**src/rtl/nibble_serial_subtractor.sv**
```systemverilog
`default_nettype none
// ============================================================================
// nibble_serial_subtractor : a - b - borrow_in, one nibble per clock, LSB first
// Revision: 1.0
// ============================================================================
module nibble_serial_subtractor #(
    parameter int WIDTH = 16
) (
    input  logic             clk,
    input  logic             rst,
    input  logic             start,
    input  logic [WIDTH-1:0] a,
    input  logic [WIDTH-1:0] b,
    input  logic             borrow_in,
    output logic             busy,
    output logic             done,
    output logic [WIDTH-1:0] diff,
    output logic             borrow_out,
    output logic             zero
);

    localparam int c_nibbles = WIDTH / 4;
    localparam int c_idx_w   = (c_nibbles > 1) ? $clog2(c_nibbles) : 1;
    localparam logic [c_idx_w-1:0] c_last_idx = c_idx_w'(c_nibbles - 1);
    localparam logic [WIDTH-1:0]   c_nib_mask = WIDTH'(4'hF);

    localparam logic [0:0] c_idle = 1'b0;
    localparam logic [0:0] c_run  = 1'b1;

    logic [0:0]         r_state;
    logic [c_idx_w-1:0] r_idx;
    logic [WIDTH-1:0]   r_a;
    logic [WIDTH-1:0]   r_b;
    logic               r_borrow;
    logic [WIDTH-1:0]   r_diff;
    logic               r_borrow_out;
    logic               r_zero;
    logic               r_busy;
    logic               r_done;

    logic [c_idx_w+1:0] w_sh;
    logic [3:0]         w_a_nib;
    logic [3:0]         w_b_nib;
    logic [4:0]         w_t;
    logic [WIDTH-1:0]   w_diff_next;

    // Bit offset of the current nibble; the 5-bit difference's MSB is the borrow.
    always_comb begin
        w_sh        = {r_idx, 2'b00};
        w_a_nib     = 4'(r_a >> w_sh);
        w_b_nib     = 4'(r_b >> w_sh);
        w_t         = {1'b0, w_a_nib} - {1'b0, w_b_nib} - {4'b0000, r_borrow};
        w_diff_next = (r_diff & ~(c_nib_mask << w_sh)) | (WIDTH'(w_t[3:0]) << w_sh);
    end

    always_ff @(posedge clk) begin
        if (rst) begin
            r_state      <= c_idle;
            r_idx        <= '0;
            r_a          <= '0;
            r_b          <= '0;
            r_borrow     <= 1'b0;
            r_diff       <= '0;
            r_borrow_out <= 1'b0;
            r_zero       <= 1'b0;
            r_busy       <= 1'b0;
            r_done       <= 1'b0;
        end else begin
            r_done <= 1'b0;
            case (r_state)
                c_idle: begin
                    if (start) begin
                        r_a      <= a;
                        r_b      <= b;
                        r_borrow <= borrow_in;
                        r_idx    <= '0;
                        r_diff   <= '0;
                        r_busy   <= 1'b1;
                        r_state  <= c_run;
                    end
                end
                c_run: begin
                    r_diff   <= w_diff_next;
                    r_borrow <= w_t[4];
                    if (r_idx == c_last_idx) begin
                        r_borrow_out <= w_t[4];
                        r_zero       <= (w_diff_next == '0);
                        r_done       <= 1'b1;
                        r_busy       <= 1'b0;
                        r_state      <= c_idle;
                    end else begin
                        r_idx <= r_idx + c_idx_w'(1);
                    end
                end
                default: r_state <= c_idle;
            endcase
        end
    end

    assign busy       = r_busy;
    assign done       = r_done;
    assign diff       = r_diff;
    assign borrow_out = r_borrow_out;
    assign zero       = r_zero;

endmodule
`default_nettype wire

```
**config.mk**
```make
export PLATFORM = sky130hd
export DESIGN_NAME = nibble_serial_subtractor
export DESIGN_NICKNAME = d
export VERILOG_FILES = /design/src/rtl/nibble_serial_subtractor.sv
export SDC_FILE = /design/constraint.sdc
export NUM_CORES = 1
export LEC_CHECK = 0
export CAP_MARGIN = 25
export CORE_UTILIZATION = 35
export DETAILED_ROUTE_END_ITERATION = 6
export HOLD_SLACK_MARGIN = 0.05
export PLACE_DENSITY_LB_ADDON = 0.1
export RECOVER_POWER = 100
export SLEW_MARGIN = 0
export SYNTH_ARGS = -nofsm -noshare
export SYNTH_HDL_FRONTEND = slang
export SYNTH_SLANG_ARGS = --single-unit
```
**constraint.sdc**
```tcl
create_clock -name clk -period 5.9 [get_ports clk]
set_input_delay 0.59 -clock clk [delete_from_list [all_inputs] [get_ports clk]]
set_output_delay 0.59 -clock clk [all_outputs]
set_load 0.05 [all_outputs]
```
==> impl_metrics.py <==
metrics = {
    "outcome": {
        "status": "finished, final reports clean",
    },
    "sta": {
        "fin_skew_ns": 0.00679,
        "rsz0062_at_grt": "no",
        "period_share_pct": 59.6,
        "fin_setup_tns_ns": 0,
        "drv_slew": 0,
        "tightest_slew_ns": 0.984,
        "setup_viol": 0,
        "fmax_ghz": 0.284,
        "layout_min_cycle_time_ns": 3.52,
        "hold_viol": 0,
        "maxSlewHeadroom_pct": 34.4,
        "fin_worst_hold_slack_ns": 0.458,
    },
    "worst_setup_path": {
        "crit_family": "flip-flops",
        "start_kind": "register",
        "reg2regPathDepth": 8,
        "crit_arrival_ns": 3.74,
        "required_ns": 6.12,
        "r2r-end": "zero",
        "end_kind": "register",
        "crit_type": "reg -> reg",
        "r2r_slack_ns": 2.38,
        "r2r-start": "r_idx[0]",
        "crit_fanout": 18,
        "timing.critical_path.buf_inv": 1,
        "crit_top_cell": "fa_1",
        "path_cells": "mux4_2 > fa_1 > inv_1 > fa_1 > nand2_1 > o21ai_0 > or4_1 > o31ai_1",
        "cpMaxStageDelayCell": "dfxtp_1",
        "max_stage_delay_ns": 0.88,
    },
    "route": {
        "ant_nets": 0,
        "vias": 2252,
        "post_drt_wl_per_cell_um": 13.6,
        "drcViolationCount": 0,
        "drt-vias-per-instance": 4.99,
        "dr.pass1.iters": 5,
        "drt-initial-drc-count": 117,
        "routed_wl_um": 6140,
    },
    "run": {
        "maxCapViolations": 0,
    },
    "floorplanning": {
        "die_area_um2": 7660,
        "fp-row-count": 30,
        "start_util_pct": 36.8,
        "coreArea_um2": 6940,
        "ioPinCount": 56,
        "fp.dieH_um": 87.5,
        "die_x_um": 87.5,
    },
    "global_routing": {
        "gr-total-overflow": 0,
        "grt_max_degree": 58,
        "antenna_found_initial": 0,
        "grtUsageTotal_pct": 17.2,
        "grt_pass1_vias": 2074,
        "grt_pass1_wl_um": 10300,
    },
    "min_path": {
        "hold_class": "reg -> reg",
        "hold_path_end": "r_b[14]",
        "hp-start": "r_b[14]",
        "whs_path_depth": 2,
    },
    "yosys": {
        "yosysTopAreaCell": "dfxtp_1",
        "synth_nets": 356,
        "synthArstFlopShare_pct": 0,
        "syn_area_per_cell_um2": 8.25,
        "ys_ff_latch": 56,
        "synth.area.top_cells": "dfxtp_1 44%, nand2_1 10%, a21oi_1 9.8%",
        "synth_edf_count": 0,
        "syn_inst": 310,
        "ys_warn_count": 0,
        "synth.cell_area_um2": 2560,
        "ys_seq_area_share_pct": 43.8,
        "synth_ff_type": "dfxtp_1",
        "synth_cell_types": 37,
        "netlist.area_leader.share_pct": 43.8,
    },
    "clock_network": {
        "clockRootBuffer": "clkbuf_8",
        "cts_buffers": 5,
        "hold_buffers": 0,
        "clk_pin_slew_worst_paths_ns": 0.10,
        "cts_buffer_depth": 2,
        "htree_levels": 2,
        "postCtsSetupRepairBufs": 0,
        "cts_tree": "done",
        "cts_resized": 0,
        "insertion_delay_ns": 0.31,
        "numClockSinks": 56,
    },
    "power": {
        "total_power_w": 0.000802,
        "total_leakage_power_nw": 1.22,
        "p_per_area_nw_per_um2": 245,
        "peakVddDrop_mv": 0.106,
    },
    "cells_and_area": {
        "mostFrequentLayoutCell": "nand2_1",
        "num_antenna_cells": 0,
        "drive_gt1_share_pct": 5.63,
        "nNetsFinal": 400,
        "utilization_pct": 47.1,
        "areaGrowthSynthToFinish_pct": 27.9,
        "mostFrequentLayoutCells": "70 x nand2_1, 56 x dfxtp_1, 51 x a21oi_1",
    },
    "placement": {
        "dpl.hpwl_um": 4290,
        "io_buffers": 55,
        "gp_congestion": 0.857,
    },
}
## kinds of logic after synthesis
family                   after synthesis  share of synthesized area (%)
AND/OR/NAND/NOR                      120                           19.9
AO/OA/AOI/OAI                         72                           16.3
flip-flops                            56                           43.8
buffers and inverters                 41                           6.45
adder cells (fa/ha/maj)               10                           5.48
multiplexers                           8                           7.04
XOR/XNOR                               3                           1.03
## where the power goes
| group | switching (W) | leakage (nW) | internal, W |
|---|---|---|---|
| sequential | 0.0000162 | 0.457 | 0.000397 |
| combinational | 0.0000971 | 0.715 | 0.0000768 |
| clock | 0.000121 | 0.0510 | 0.0000940 |
## worst max-delay path by stage
stage,to,cells after the start,slack [ns],start
2_1_floorplan,zero,10,2.76,r_idx[0]
3_3_place_gp,zero,8,2.47,r_idx[0]
3_5_place_dp,zero,8,2.41,r_idx[0]
4_1_cts,zero,8,2.40,r_idx[0]
5_1_grt,zero,8,2.06,r_idx[0]
6_report,zero,8,2.38,r_idx[0]
## Yosys cell counts, types with 2 or more instances
library cell,instances
o22ai_1,3
fa_1,2
buf_2,3
mux4_2,8
nor2_1,21
a21oi_1,50
nand2_1,70
o21ai_0,3
a32oi_1,3
buf_1,3
a22oi_1,4
nor2b_1,5
dfxtp_1,56
nand3_1,7
clkbuf_1,15
a211oi_1,2
inv_1,19
nand2b_1,3
nor3_1,7
xnor2_1,2
ha_1,8
## flip-flops by register name, indices dropped and copies added (netlist names)
signal,cells
r_a,16
busy,1
borrow_out,1
r_b,16
r_idx,2
r_state,1
zero,1
done,1
r_borrow,1
diff,16
## metrics by stage
stage	cell area, um2	instances	setup WS (ns)
after global routing	3270	451	2.06
after floorplan	2560	310	2.76
after global placement	3150	441	2.47
after detailed placement	3150	441	2.41
final	3270	451	2.38
after CTS	3240	449	2.40
## metal layers
metal | GRT usage (%) | up-vias | wire (um)
met5 | 0 | - | 0
met4 | 4.92 | 0 | 50
met3 | 3.22 | 5 | 283
met2 | 25.6 | 66 | 2670
met1 | 25.4 | 1048 | 3140
li1 | - | 1133 | -
## area by class of cell
type / count / area (um2)
fillers: 700 / 3670
clock buffers: 6 / 82.6
repair buffers: 59 / 604
inverters: 19 / 71.3
clock inverters: 2 / 10.0
multi-input cells: 213 / 1260
flip-flops and latches: 56 / 1120
well taps: 96 / 120
## worst register-to-register path, stage by stage, from the launching register on
cell     delay [ns]
dfxtp_1        0.88
mux4_2         0.62
fa_1           0.39
inv_1          0.10
fa_1           0.49
nand2_1        0.09
o21ai_0        0.10
or4_1          0.54
o31ai_1        0.24
Note: power is estimated with default switching activity, not from simulation.
